[src/rtl/uart_pkg.sv]
// uart_pkg: definitions shared by the configurable UART blocks.
//   uart_state_e   receive FSM states
//   PAR_NONE/ODD/EVEN  parity mode encodings for the PARITY parameter
//   parity_of()    XOR reduction of a data word (up to 9 bits, zero-extended)
package uart_pkg;

   typedef enum logic [2:0] {
      ST_IDLE,
      ST_START,
      ST_DATA,
      ST_PAR,
      ST_STOP
   } uart_state_e;

   localparam int PAR_NONE = 0;
   localparam int PAR_ODD  = 1;
   localparam int PAR_EVEN = 2;

   // 1 when the word holds an odd number of ones.
   function automatic logic parity_of(input logic [8:0] word);
      return ^word;
   endfunction

endpackage

[src/rtl/uart_rx_sync_vote.sv]
// uart_rx_sync_vote: 2-flop synchroniser for the asynchronous rx pin plus
// a 3-sample majority voter over the synchronised line.
//   clk, rst  system clock, synchronous active-high reset
//   rx        asynchronous serial input, idle high
//   rx_s      synchronised line
//   vote      majority of rx_s in this cycle and the two previous cycles
module uart_rx_sync_vote (
   input  logic clk,
   input  logic rst,
   input  logic rx,
   output logic rx_s,
   output logic vote
);

   logic       meta_q;
   logic       sync_q;
   logic [1:0] hist_q;

   always_ff @(posedge clk) begin
      if (rst) begin
         meta_q <= 1'b1;
         sync_q <= 1'b1;
         hist_q <= 2'b11;
      end else begin
         meta_q <= rx;
         sync_q <= meta_q;
         hist_q <= {hist_q[0], sync_q};
      end
   end

   assign rx_s = sync_q;

   // The current rx_s is the third sample, so the vote decided at count N
   // covers the samples at N-2, N-1 and N.
   assign vote = (hist_q[1] & hist_q[0]) |
                 (hist_q[1] & sync_q)    |
                 (hist_q[0] & sync_q);

endmodule

[src/rtl/uart_rx_cfg.sv]
// uart_rx_cfg: configurable UART receiver (5..9 data bits, none/odd/even
// parity, 1 or 2 stop bits) with a one-deep valid/ready output register.
//   clk, rst    system clock, synchronous active-high reset
//   enable      gates start-bit detection only
//   rx          asynchronous serial line, idle high
//   data_out    received word, LSB first on the line
//   valid       data_out holds an unconsumed word
//   ready       consumer takes the word when valid && ready
//   parity_err  parity mismatch for the word in data_out
//   frame_err   a stop bit of the word in data_out was sampled low
//   overrun     one-cycle pulse: a completed frame was dropped
module uart_rx_cfg
   import uart_pkg::*;
#(
   parameter int CLK_PER_BIT = 5208,
   parameter int DATA_BITS   = 8,
   parameter int PARITY      = 0,
   parameter int STOP_BITS   = 1
) (
   input  logic                 clk,
   input  logic                 rst,
   input  logic                 enable,
   input  logic                 rx,
   output logic [DATA_BITS-1:0] data_out,
   output logic                 valid,
   input  logic                 ready,
   output logic                 parity_err,
   output logic                 frame_err,
   output logic                 overrun
);

   localparam logic [15:0] HALF = 16'((CLK_PER_BIT - 1) / 2);
   localparam logic [15:0] LAST = 16'(CLK_PER_BIT - 1);

   logic rx_s;
   logic vote;

   uart_rx_sync_vote u_sync_vote (
      .clk  (clk),
      .rst  (rst),
      .rx   (rx),
      .rx_s (rx_s),
      .vote (vote)
   );

   uart_state_e          state_q, state_d;
   logic [15:0]          cnt_q, cnt_d;
   logic [3:0]           idx_q, idx_d;
   logic [DATA_BITS-1:0] shift_q, shift_d;
   logic                 perr_q, perr_d;
   logic                 ferr_q, ferr_d;
   logic                 armed_q, armed_d;
   logic [DATA_BITS-1:0] dout_q, dout_d;
   logic                 valid_q, valid_d;
   logic                 perr_out_q, perr_out_d;
   logic                 ferr_out_q, ferr_out_d;
   logic                 overrun_q, overrun_d;

   logic                 bit_end;
   logic                 complete;
   logic                 ferr_now;

   assign bit_end  = (cnt_q == LAST);
   // Frame error including the stop bit being decided this cycle.
   assign ferr_now = ferr_q | ~vote;

   // ---------------- state register ----------------
   always_ff @(posedge clk) begin
      if (rst) begin
         state_q    <= ST_IDLE;
         cnt_q      <= '0;
         idx_q      <= '0;
         shift_q    <= '0;
         perr_q     <= 1'b0;
         ferr_q     <= 1'b0;
         armed_q    <= 1'b0;
         dout_q     <= '0;
         valid_q    <= 1'b0;
         perr_out_q <= 1'b0;
         ferr_out_q <= 1'b0;
         overrun_q  <= 1'b0;
      end else begin
         state_q    <= state_d;
         cnt_q      <= cnt_d;
         idx_q      <= idx_d;
         shift_q    <= shift_d;
         perr_q     <= perr_d;
         ferr_q     <= ferr_d;
         armed_q    <= armed_d;
         dout_q     <= dout_d;
         valid_q    <= valid_d;
         perr_out_q <= perr_out_d;
         ferr_out_q <= ferr_out_d;
         overrun_q  <= overrun_d;
      end
   end

   // ---------------- next-state logic ----------------
   always_comb begin
      state_d = state_q;
      case (state_q)
         ST_IDLE:  if (armed_q && !rx_s && enable) state_d = ST_START;
         ST_START: if (cnt_q == HALF) state_d = vote ? ST_IDLE : ST_DATA;
         ST_DATA:  if (bit_end && idx_q == 4'(DATA_BITS - 1))
                      state_d = (PARITY != PAR_NONE) ? ST_PAR : ST_STOP;
         ST_PAR:   if (bit_end) state_d = ST_STOP;
         ST_STOP:  if (bit_end && idx_q == 4'(STOP_BITS - 1)) state_d = ST_IDLE;
         default:  state_d = ST_IDLE;
      endcase
   end

   // ---------------- datapath / output logic ----------------
   always_comb begin
      cnt_d    = cnt_q + 16'd1;
      idx_d    = idx_q;
      shift_d  = shift_q;
      perr_d   = perr_q;
      ferr_d   = ferr_q;
      complete = 1'b0;
      case (state_q)
         ST_IDLE: begin
            cnt_d  = '0;
            idx_d  = '0;
            perr_d = 1'b0;
            ferr_d = 1'b0;
         end
         ST_START: begin
            if (cnt_q == HALF) cnt_d = '0;
         end
         ST_DATA: begin
            if (bit_end) begin
               cnt_d = '0;
               for (int i = 0; i < DATA_BITS; i++) begin
                  if (idx_q == 4'(i)) shift_d[i] = vote;
               end
               idx_d = (idx_q == 4'(DATA_BITS - 1)) ? 4'd0 : idx_q + 4'd1;
            end
         end
         ST_PAR: begin
            if (bit_end) begin
               cnt_d = '0;
               // Data plus parity XOR is 1 for an odd count of ones.
               if ((parity_of(9'(shift_q)) ^ vote) != (PARITY == PAR_ODD))
                  perr_d = 1'b1;
            end
         end
         ST_STOP: begin
            if (bit_end) begin
               cnt_d  = '0;
               ferr_d = ferr_now;
               if (idx_q == 4'(STOP_BITS - 1)) begin
                  idx_d    = '0;
                  complete = 1'b1;
               end else begin
                  idx_d = idx_q + 4'd1;
               end
            end
         end
         default: begin
            cnt_d = '0;
            idx_d = '0;
         end
      endcase

      // A frame ending in a framing error leaves the receiver disarmed so a
      // held-low line (break) cannot start a new frame; seeing high re-arms.
      armed_d = rx_s | (armed_q & ~(complete & ferr_now));

      dout_d     = dout_q;
      valid_d    = valid_q;
      perr_out_d = perr_out_q;
      ferr_out_d = ferr_out_q;
      overrun_d  = complete & valid_q & ~ready;
      if (complete && (!valid_q || ready)) begin
         dout_d     = shift_q;
         perr_out_d = perr_q;
         ferr_out_d = ferr_now;
         valid_d    = 1'b1;
      end else if (valid_q && ready) begin
         valid_d = 1'b0;
      end
   end

   assign data_out   = dout_q;
   assign valid      = valid_q;
   assign parity_err = perr_out_q;
   assign frame_err  = ferr_out_q;
   assign overrun    = overrun_q;

endmodule
[config.mk]
export PLATFORM = sky130hd
export DESIGN_NAME = uart_rx_cfg
export DESIGN_NICKNAME = d
export VERILOG_FILES = /design/src/rtl/uart_pkg.sv /design/src/rtl/uart_rx_sync_vote.sv /design/src/rtl/uart_rx_cfg.sv
export SDC_FILE = /design/constraint.sdc
export NUM_CORES = 1
export LEC_CHECK = 0
export CAP_MARGIN = 40
export CORE_UTILIZATION = 58
export DETAILED_ROUTE_END_ITERATION = 8
export PLACE_DENSITY_LB_ADDON = 0.3
export SLEW_MARGIN = 25
export SYNTH_ARGS = -nofsm -noshare
export SYNTH_HDL_FRONTEND = slang
export SYNTH_SLANG_ARGS = --single-unit
export TNS_END_PERCENT = 1
[constraint.sdc]
create_clock -name clk -period 2.4 [get_ports clk]
set_clock_uncertainty 0.1 [all_clocks]
set_input_delay 0.72 -clock clk [delete_from_list [all_inputs] [get_ports clk]]
set_output_delay 0.72 -clock clk [all_outputs]
set_load 0.01 [all_outputs]
## Yosys cells after proc, flatten, opt, wreduce, memory -nomap -nowiden

Cells that the tools add are included.

| storage, ports and cells | value |
|---|---|
| logic and storage cells | 115 |
| register bits after elaboration | 50 |

| operators by class | value |
|---|---|
| equality and inequality tests | 21 |
| muxes and demuxes | 25 |
| reductions and logical operators | 29 |
| $add $sub $neg | 2 |
| bitwise logic cells | 16 |

Operators with widths:

| kind | number |
|---|---|
| 16-bit two-way mux | 2 |
| 16-bit one-hot mux with 2 select lines | 1 |
| 3-bit AND reduction | 10 |
| 16-bit by 1-bit adder with 16-bit output, second input constant | 1 |
| 16-bit by 12-bit equality test with 1-bit output, second input constant | 1 |
| 16-bit by 13-bit equality test with 1-bit output, second input constant | 1 |
| 4-bit by 3-bit equality test with 1-bit output, second input constant | 4 |
| 4-bit two-way mux | 4 |
| 2-bit inequality test, second input constant | 8 |
| 3-bit two-way mux | 5 |
| 3-bit one-hot mux with 5 select lines | 1 |
| 4-bit one-hot mux with 3 select lines | 1 |
| 9-bit parity | 1 |
| 4-bit by 2-bit equality test with 1-bit output, second input constant | 2 |
| 1-bit two-way mux | 8 |
| 1-bit bitwise AND | 7 |
| 3-bit by 2-bit equality test with 1-bit output, second input constant | 2 |
| 1-bit logical AND | 6 |
| 2-bit nonzero test | 3 |
| 5-bit AND reduction | 1 |
| 4-bit by 1-bit adder with 4-bit output, second input constant | 1 |
| 4-bit by 1-bit equality test with 1-bit output, second input constant | 1 |
| 4-bit zero test | 1 |
| 1-bit NOT | 4 |
| other kinds (12) | 17 |

## Logic depth before layout (Yosys ltp)

Gate-level depths: netlist of the first run.

| logic depth | value |
|---|---|
| depth in word-level cells | 9 |
| depth in mapped cells | 7 |
| depth with buffers taken out | 7 |

## Hierarchy

Synthesis of the first run repeated with hierarchy kept, for this count alone.

| unflattened totals | value |
|---|---|
| cells, all modules | 269 |
| area total of the unflattened synthesis | 2471.1 um2 |

By module, submodules not included:

| module | cells an instance | area an instance (um2) | instances |
|---|---|---|---|
| uart_rx_cfg | 260 | 2354.8 | 1 |
| uart_rx_sync_vote | 9 | 116.4 | 1 |

## Least setup slack after synthesis of the first run

OpenSTA, ideal clock, no wires.

| timing | value |
|---|---|
| kind | flip-flop to flip-flop |
| start | register idx_q[0] |
| end | register ferr_out_q, in the netlist frame_err |
| stages on the path, launching flop included | 8 |
| buffers on the path | 1 |
| arrival | 1.778 ns |
| setup slack | 0.457 ns |
| path through | dfxtp_1 -> inv_1 -> ha_1 -> or3b_4 -> nor4b_2 -> buf_6 -> mux2_4 -> nor2_1 |

| on the way | value |
|---|---|
| longest elaborated chain between the ends | 5 |

RTL lines:

| element | line | source |
|---|---|---|
| start, declared | uart_rx_cfg.sv:48 | `logic [3:0] idx_q, idx_d;` |
| start signal, assigned | uart_rx_cfg.sv:85 | `idx_q <= idx_d;` |
| 4-bit zero test | uart_rx_cfg.sv:151 | `if (idx_q == 4'(STOP_BITS - 1)) begin` |
| 1-bit two-way mux | uart_rx_cfg.sv:151 |  |
| 1-bit two-way mux | uart_rx_cfg.sv:148 | `if (bit_end) begin` |
| 1-bit two-way mux | uart_rx_cfg.sv:120 | `case (state_q)` |
| 1-bit logical AND | uart_rx_cfg.sv:174 | `if (complete && (!valid_q \|\| ready)) begin` |
| end signal, assigned | uart_rx_cfg.sv:93 | `ferr_out_q <= ferr_out_d;` |
| end, declared | uart_rx_cfg.sv:56 | `logic ferr_out_q, ferr_out_d;` |

No other way between the ends.
A chain may end at the register's enable or synchronous reset.

## Worst setup path in the final report of the first run

Same ends and word-level chain as after synthesis.

==> results of run 1 <==
[worst register-to-register path, delay by kind of cell, from the launching register on]
kind / cells / cell delay [ns]
multiplexers: 1 / 0.32
AND/OR/NAND/NOR: 3 / 0.73
buffers and inverters: 2 / 0.36
flip-flops: 1 / 0.38
adder cells (fa/ha/maj): 1 / 0.19
[placed cells by master, fill, tap and decap left out, types with 6 or more instances in the layout]
cell and count:
nand2_1 12, clkbuf_8 6, clkdlybuf4s50_1 16, xnor2_1 15, inv_1 7, nand3_1 8
nand2b_1 6, nor2_1 46, dfxtp_1 50, nand4_1 12, mux2i_1 19, xor2_1 8
[final cells by class]
class | count | share of cell area, %
inverter | 7 | 0.961
sequential | 50 | 36.6
clock inverter | 2 | 0.595
timing repair buffer | 22 | 7.96
multi-input combinational | 191 | 48.6
clock buffer | 6 | 3.02
tap | 50 | 2.29
[routing by layer]
metal / up-vias / GRT usage (%) / wire length [µm]
met3: 6 / 4.28 / 201
met5: - / 0 / 0
met2: 42 / 33.3 / 1980
met1: 823 / 33.1 / 2290
li1: 932 / - / -
met4: 0 / 10.1 / 64
[worst paths after layout]
kind                                          from                to  slack, ns  cells after the start
worst max-delay path                      idx_q[0]         frame_err       0.26                      7
worst min-delay path            u_sync_vote.meta_q  u_sync_vote.rx_s       0.33                      1
worst max register to register            idx_q[0]         frame_err       0.26                      7
worst min register to register  u_sync_vote.meta_q  u_sync_vote.rx_s       0.33                      1
[logic make-up (layout without fill, tap and decap cells)]
kind of cell / count (synthesis) / after routing / share of synthesized area [%]
mux: 21 / 21 / 9.07
simple gates: 122 / 122 / 28.9
fa+ha+maj: 6 / 6 / 2.99
flops: 50 / 50 / 41.2
compound gates: 19 / 19 / 5.52
xor+xnor: 23 / 23 / 8.30
buf+inv: 19 / 37 / 4.02
[flip-flops by register name (all words and copies together) (netlist names)]
name and cells:
armed_q 1, cnt_q 16, data_out 8, ferr_q 1, frame_err 1, idx_q 4
overrun 1, parity_err 1, perr_q 1, shift_q 8, state_q 3, u_sync_vote.hist_q 2
u_sync_vote.meta_q 1, u_sync_vote.rx_s 1, valid 1
[metrics by stage]
| step | instance area (µm²) | utilization, % |
|---|---|---|
| 3_3_place_gp | 2640 | 65.9 |
| 4_1_cts | 2740 | 68.4 |
| 2_1_floorplan | 2430 | - |
| 3_5_place_dp | 2640 | 65.9 |
| 5_1_grt | 2740 | 68.4 |
| 6_report | 2740 | 68.4 |
[where the power goes]
part           internal, mW  leakage [nW]  switching, mW
sequential            0.841         0.404         0.0180
clock                 0.237        0.0478          0.281
combinational        0.0519         0.573         0.0702
==> flow_summary_export.csv, run 1 <==
group,metric,value,unit
timing,whs,0.331,ns
global_route,grt_max_degree,17,
drt,drc,0,
cts,cts_sinks,50,
die,io_pins,17,
drt,vias,1803,
min_path,hp-class,"reg2reg",
drt,drtAntennaViolNets,0,
cts,clock-root-buffer,"clkbuf_8",
final_layout,drive_gt1_share,10.8,%
cts,path_clk_slew,0.09,ns
cts,cts_tree,"built",
synth,syn_avg_cell_area,9.34,µm²
timing,finalMaxSlewViolations,0,
power_and_ir_drop,p_leak,1.02,nW
critical_path,crit_arrival,2.28,ns
cts,clock_path_buffers,2,
final_layout,final_cells,328,
status,status,"finished clean",
place,pre_cts_ws,0.0871,ns
place,gp_congestion,0.817,
power_and_ir_drop,total_power,1.50,mW
critical_path,crit_fanout,10,
critical_path,slowest_stage,"or3b_4",
die,die_y,66.7,µm
cts,cts_hold_buffers,0,
die,core_area,4000,µm²
die,rows,23,
critical_path,cp-end-kind,"flip-flop",
critical_path,critPathRequiredTime,2.54,ns
power_and_ir_drop,p_per_area,548,nW/µm²
timing,finalCriticalPeriod,2.14,ns
timing,hold_viol,0,
synth,post-synth-top-count-cell,"dfxtp_1",
flow_run,max_cap_violations,0,
synth,synth_enable_flop_cells,0,
synth,yosysUniqueCellTypes,52,
final_layout,multi_input_area,1330,µm²
final_layout,syn_to_final_growth,12.7,%
drt,vias_per_cell,5.50,
final_layout,fin_nets,287,
synth,ys_seq_area_share,41.2,%
critical_path,critPathLaunchType,"flip-flop",
die,die_area,4450,µm²
timing,worstMarginPinSlew,0.515,ns
critical_path,timing.critical_path.cells,"inv_1, ha_1, or3b_4, nor4b_2, buf_4, mux2_4, nor2_1",
global_route,grt_usage,23.1,%
place,dpl.cell_count,320,
cts,cts_resized,0,
synth,yosysTopAreaCell,"dfxtp_1",
cts,htreeDepth,2,
place,hpwl,3.23,mm
timing,grt_setup_unrepaired,"false",
drt,drtIter0Drc,90,
timing,finalWorstSetupSlack,0.262,ns
global_route,grt_pass1_vias,1658,
timing,slew-limit-headroom,65.4,%
global_route,overflow,0,
timing,max_freq,468,MHz
critical_path,path_class,"reg2reg",
synth,synth_common_cells,"dfxtp_1 (50), nor2_1 (46), mux2i_1 (19)",
global_route,antenna_found_initial,0,
synth,synthFlopType,"dfxtp_1",
final_layout,antenna-diode-count,0,
synth,ys_top_cells_by_area,"dfxtp_1 (41%), mux2i_1 (7.8%), nor2_1 (7.1%), xnor2_1 (5.4%), nand4_1 (3.1%)",
final_layout,fillers,323,
critical_path,cpLargestDelayFamily,"simple AND/OR/NAND/NOR gates",
synth,syn_nets,270,
drt,drtPass1Iterations,4,
global_route,grt_first_pass_wirelength,7.61,mm
critical_path,cpPeakStageDelay,0.43,ns
cts,cts_made_buffers,5,
power_and_ir_drop,ir_drop,365,µV
drt,drt-total-wl,4.53,mm
timing,setup_viol,0,
cts,insertion_delay,0.31,ns
synth,syn_inst,260,
drt,post_drt_wl_per_cell,13.8,µm
synth,synth_top_area_share,41.2,%
timing,fin_crit_sh,89.1,%
timing,finalSetupTns,0,ns
cts,cts_setup_buffers,0,
synth,yosysWarningCount,0,
critical_path,path_buf_inv,2,
place,portBuffers,16,
synth,async_flop_share,0,%
die,initial_utilization,60.7,%
die,dieWidth,66.7,µm
synth,ys_seq_elements,50,
synth,syn-cell-area,2430,µm²
final_layout,register_area,1000,µm²
(Power assumes the default switching activity.)
==> run 2, diff against run 1 <==
--- a/config.mk
+++ b/config.mk
@@ -5,8 +5,9 @@
 export SDC_FILE = /design/constraint.sdc
 export NUM_CORES = 1
 export LEC_CHECK = 0
+export ABC_AREA = 1
 export CAP_MARGIN = 40
-export CORE_UTILIZATION = 58
+export CORE_UTILIZATION = 50
 export DETAILED_ROUTE_END_ITERATION = 8
 export PLACE_DENSITY_LB_ADDON = 0.3
 export SLEW_MARGIN = 25
==> constraint.sdc (replaced) <==
create_clock -name clk -period 2.3 [get_ports clk]
set_clock_uncertainty 0.1 [all_clocks]
set_input_delay 0.69 -clock clk [delete_from_list [all_inputs] [get_ports clk]]
set_output_delay 0.69 -clock clk [all_outputs]
set_load 0.01 [all_outputs]
==> run 2 against run 1 <==
Synthesized area rose by 4.7%. Critical endpoint is now data_out[7]. Register-to-register slack improved by 0.15 ns. Largest power group unchanged. Combinational power rose to 3.9 times the previous value. Utilization fell by 7.6 points.
==> flow_summary_export.csv, run 2 <==
group,metric,value,unit
critical_path,rr_startpoint,"cnt_q[0]",
final_layout,syn_to_final_growth,15.1,%
synth,ys_top_cells_by_area,"dfxtp_1 (39%), nor2_1 (8.4%), nand2_1 (8.0%), inv_1 (5.5%), nand3_1 (4.1%)",
cts,cts_hold_buffers,0,
drt,drtPass1Iterations,5,
critical_path,cp-end-kind,"primary output",
final_layout,fin_nets,382,
final_layout,largest_reg_flops,16,
cts,clock-root-buffer,"clkbuf_8",
die,rows,25,
drt,vias,2186,
synth,ys_seq_area_share,39.4,%
cts,cts_tree,"built",
critical_path,path_buf_inv,1,
timing,fin_crit_sh,85.6,%
timing,hold_viol,0,
timing,worstMarginPinSlew,0.481,ns
cts,cts_resized,0,
critical_path,timing.rr.end,"cnt_q[14]",
die,dieWidth,73.3,µm
timing,finalSetupTns,0,ns
synth,syn-cell-area,2540,µm²
critical_path,startpoint,"data_out[7]",
critical_path,setup.worst_path.end,"data_out[7]",
final_layout,final_cell_mix,"nor2_1 (57), nand2_1 (54), dfxtp_1 (50)",
synth,synth_top_area_share,39.4,%
critical_path,path_class,"reg2out",
die,die_y,73.3,µm
final_layout,final_area,2930,µm²
synth,ys_seq_elements,50,
timing,finalWorstSetupSlack,0.330,ns
synth,post-synth-top-count-cell,"nor2_1",
cts,htreeDepth,2,
timing,grt_setup_unrepaired,"false",
place,placed_cell_area,2780,µm²
final_layout,drive_gt1_share,14.7,%
cts,clock_path_buffers,2,
critical_path,critPathRequiredTime,1.51,ns
critical_path,crit_cells,1,
critical_path,r2r_setup_slack,0.41,ns
synth,yosysWarningCount,0,
die,core_area,4820,µm²
final_layout,fillers,472,
cts,cts_made_buffers,5,
power_and_ir_drop,p_per_area,744,nW/µm²
cts,cts_setup_buffers,0,
drt,drt-total-wl,4.78,mm
final_layout,antenna-diode-count,0,
place,gp_congestion,0.833,
synth,yosysTopAreaCell,"dfxtp_1",
timing,max_freq,508,MHz
die,io_pins,17,
timing,slew-limit-headroom,67.7,%
final_layout,mostFrequentLayoutCell,"nor2_1",
global_route,grt_first_pass_wirelength,8.30,mm
synth,synthFlopType,"dfxtp_1",
min_path,hp-class,"reg2reg",
place,pre_cts_ws,0.300,ns
critical_path,timing.critical_path.cells,"clkdlybuf4s50_1",
critical_path,cpLargestDelayFamily,"buffers and inverters",
flow_run,max_cap_violations,0,
synth,yosysUniqueCellTypes,37,
place,portBuffers,16,
global_route,grt_pass1_vias,2001,
synth,synth_common_cells,"nor2_1 (57), nand2_1 (54), dfxtp_1 (50)",
status,status,"finished clean",
global_route,overflow,0,
synth,async_flop_share,0,%
critical_path,crit_arrival,1.18,ns
synth,syn_inst,350,
critical_path,crit_fanout,2,
global_route,antenna_found_initial,0,
power_and_ir_drop,total_power,2.18,mW
synth,syn_nets,360,
min_path,holdPathStages,1,
cts,insertion_delay,0.30,ns
global_route,grt_max_degree,26,
synth,syn_avg_cell_area,7.26,µm²
drt,drtIter0Drc,79,
drt,drtAntennaViolNets,0,
synth,synth_enable_flop_cells,0,
critical_path,r2r_cells,11,
critical_path,slowest_stage,"clkdlybuf4s50_1",
critical_path,critPathLaunchType,"flip-flop",
global_route,grt_usage,19.6,%
die,die_area,5370,µm²
die,initial_utilization,52.8,%
drt,vias_per_cell,4.97,
place,hpwl,3.57,mm
critical_path,cpPeakStageDelay,0.53,ns
cts,path_clk_slew,0.09,ns
drt,post_drt_wl_per_cell,10.9,µm
timing,finalCriticalPeriod,1.97,ns
drt,drc,0,
cts,cts_sinks,50,
timing,finalMaxSlewViolations,0,
final_layout,top_register,"cnt_q",
power_and_ir_drop,p_leak,1.17,nW
timing,setup_viol,0,
power_and_ir_drop,ir_drop,405,µV
## run 2: changes by cell type after synthesis, sizes merged, moves of 5 or more
| cell | previous run | this run |
|---|---|---|
| nor3 | 5 | 13 |
| o21ai | 4 | 25 |
| nand3 | 8 | 23 |
| nor2 | 47 | 71 |
| inv | 7 | 47 |
| xnor2 | 15 | 6 |
| a21oi | 5 | 14 |
| nand2 | 12 | 60 |
| nand2b | 6 | 0 |
| mux2i | 19 | 0 |
| nand4 | 14 | 9 |
| nor4b | 5 | 0 |
## run 2: power breakdown
part | leakage (nW) | switching [mW] | total (mW) | internal, mW
Clock | 0.0714 | 0.279 | 0.743 | 0.463
Combinational | 0.690 | 0.332 | 0.478 | 0.146
Sequential | 0.405 | 0.0446 | 0.956 | 0.911
Total | 1.17 | 0.655 | 2.18 | 1.52
## run 2: cells by family (layout without fill, tap and decap cells)
group	Yosys count	in the layout	synth area share, %
simple gates	184	184	35.9
fa+ha+maj	5	5	2.46
buf+inv	54	77	8.47
compound gates	44	44	9.26
xor+xnor	13	13	4.48
flops	50	50	39.4
## run 2: per-layer routing
metal	track usage, %	vias to the layer above	wire, µm
met5	0	-	0
met4	7.05	0	56
met3	3.98	6	125
met2	36.3	24	2360
met1	22.2	985	2240
li1	-	1171	-
## run 2: layout make-up
class / count / area (µm²) / share of cell area, %
multi-input combinational: 246 / 1330 / 45.3
sequential: 50 / 1000 / 34.2
inverter: 50 / 190 / 6.50
timing repair buffer: 19 / 183 / 6.24
tap: 67 / 83.8 / 2.87
clock buffer: 6 / 82.6 / 2.82
clock inverter: 2 / 60.1 / 2.05
## run 2: how the worst min path moves through the flow
stage,start,end
2_1_floorplan,u_sync_vote.meta_q,u_sync_vote.rx_s
3_3_place_gp,u_sync_vote.meta_q,u_sync_vote.rx_s
3_5_place_dp,u_sync_vote.meta_q,u_sync_vote.rx_s
4_1_cts,u_sync_vote.meta_q,u_sync_vote.rx_s
5_1_grt,u_sync_vote.meta_q,u_sync_vote.rx_s
6_report,u_sync_vote.meta_q,u_sync_vote.rx_s
## run 2: per-stage QoR
stage	util (%)	instances	hold slack (ns)
6_report	60.7	440	0.316
5_1_grt	60.7	440	0.336
4_1_cts	60.7	440	0.320
3_5_place_dp	57.8	432	0.300
3_3_place_gp	57.8	432	0.291
2_1_floorplan	-	350	0.289
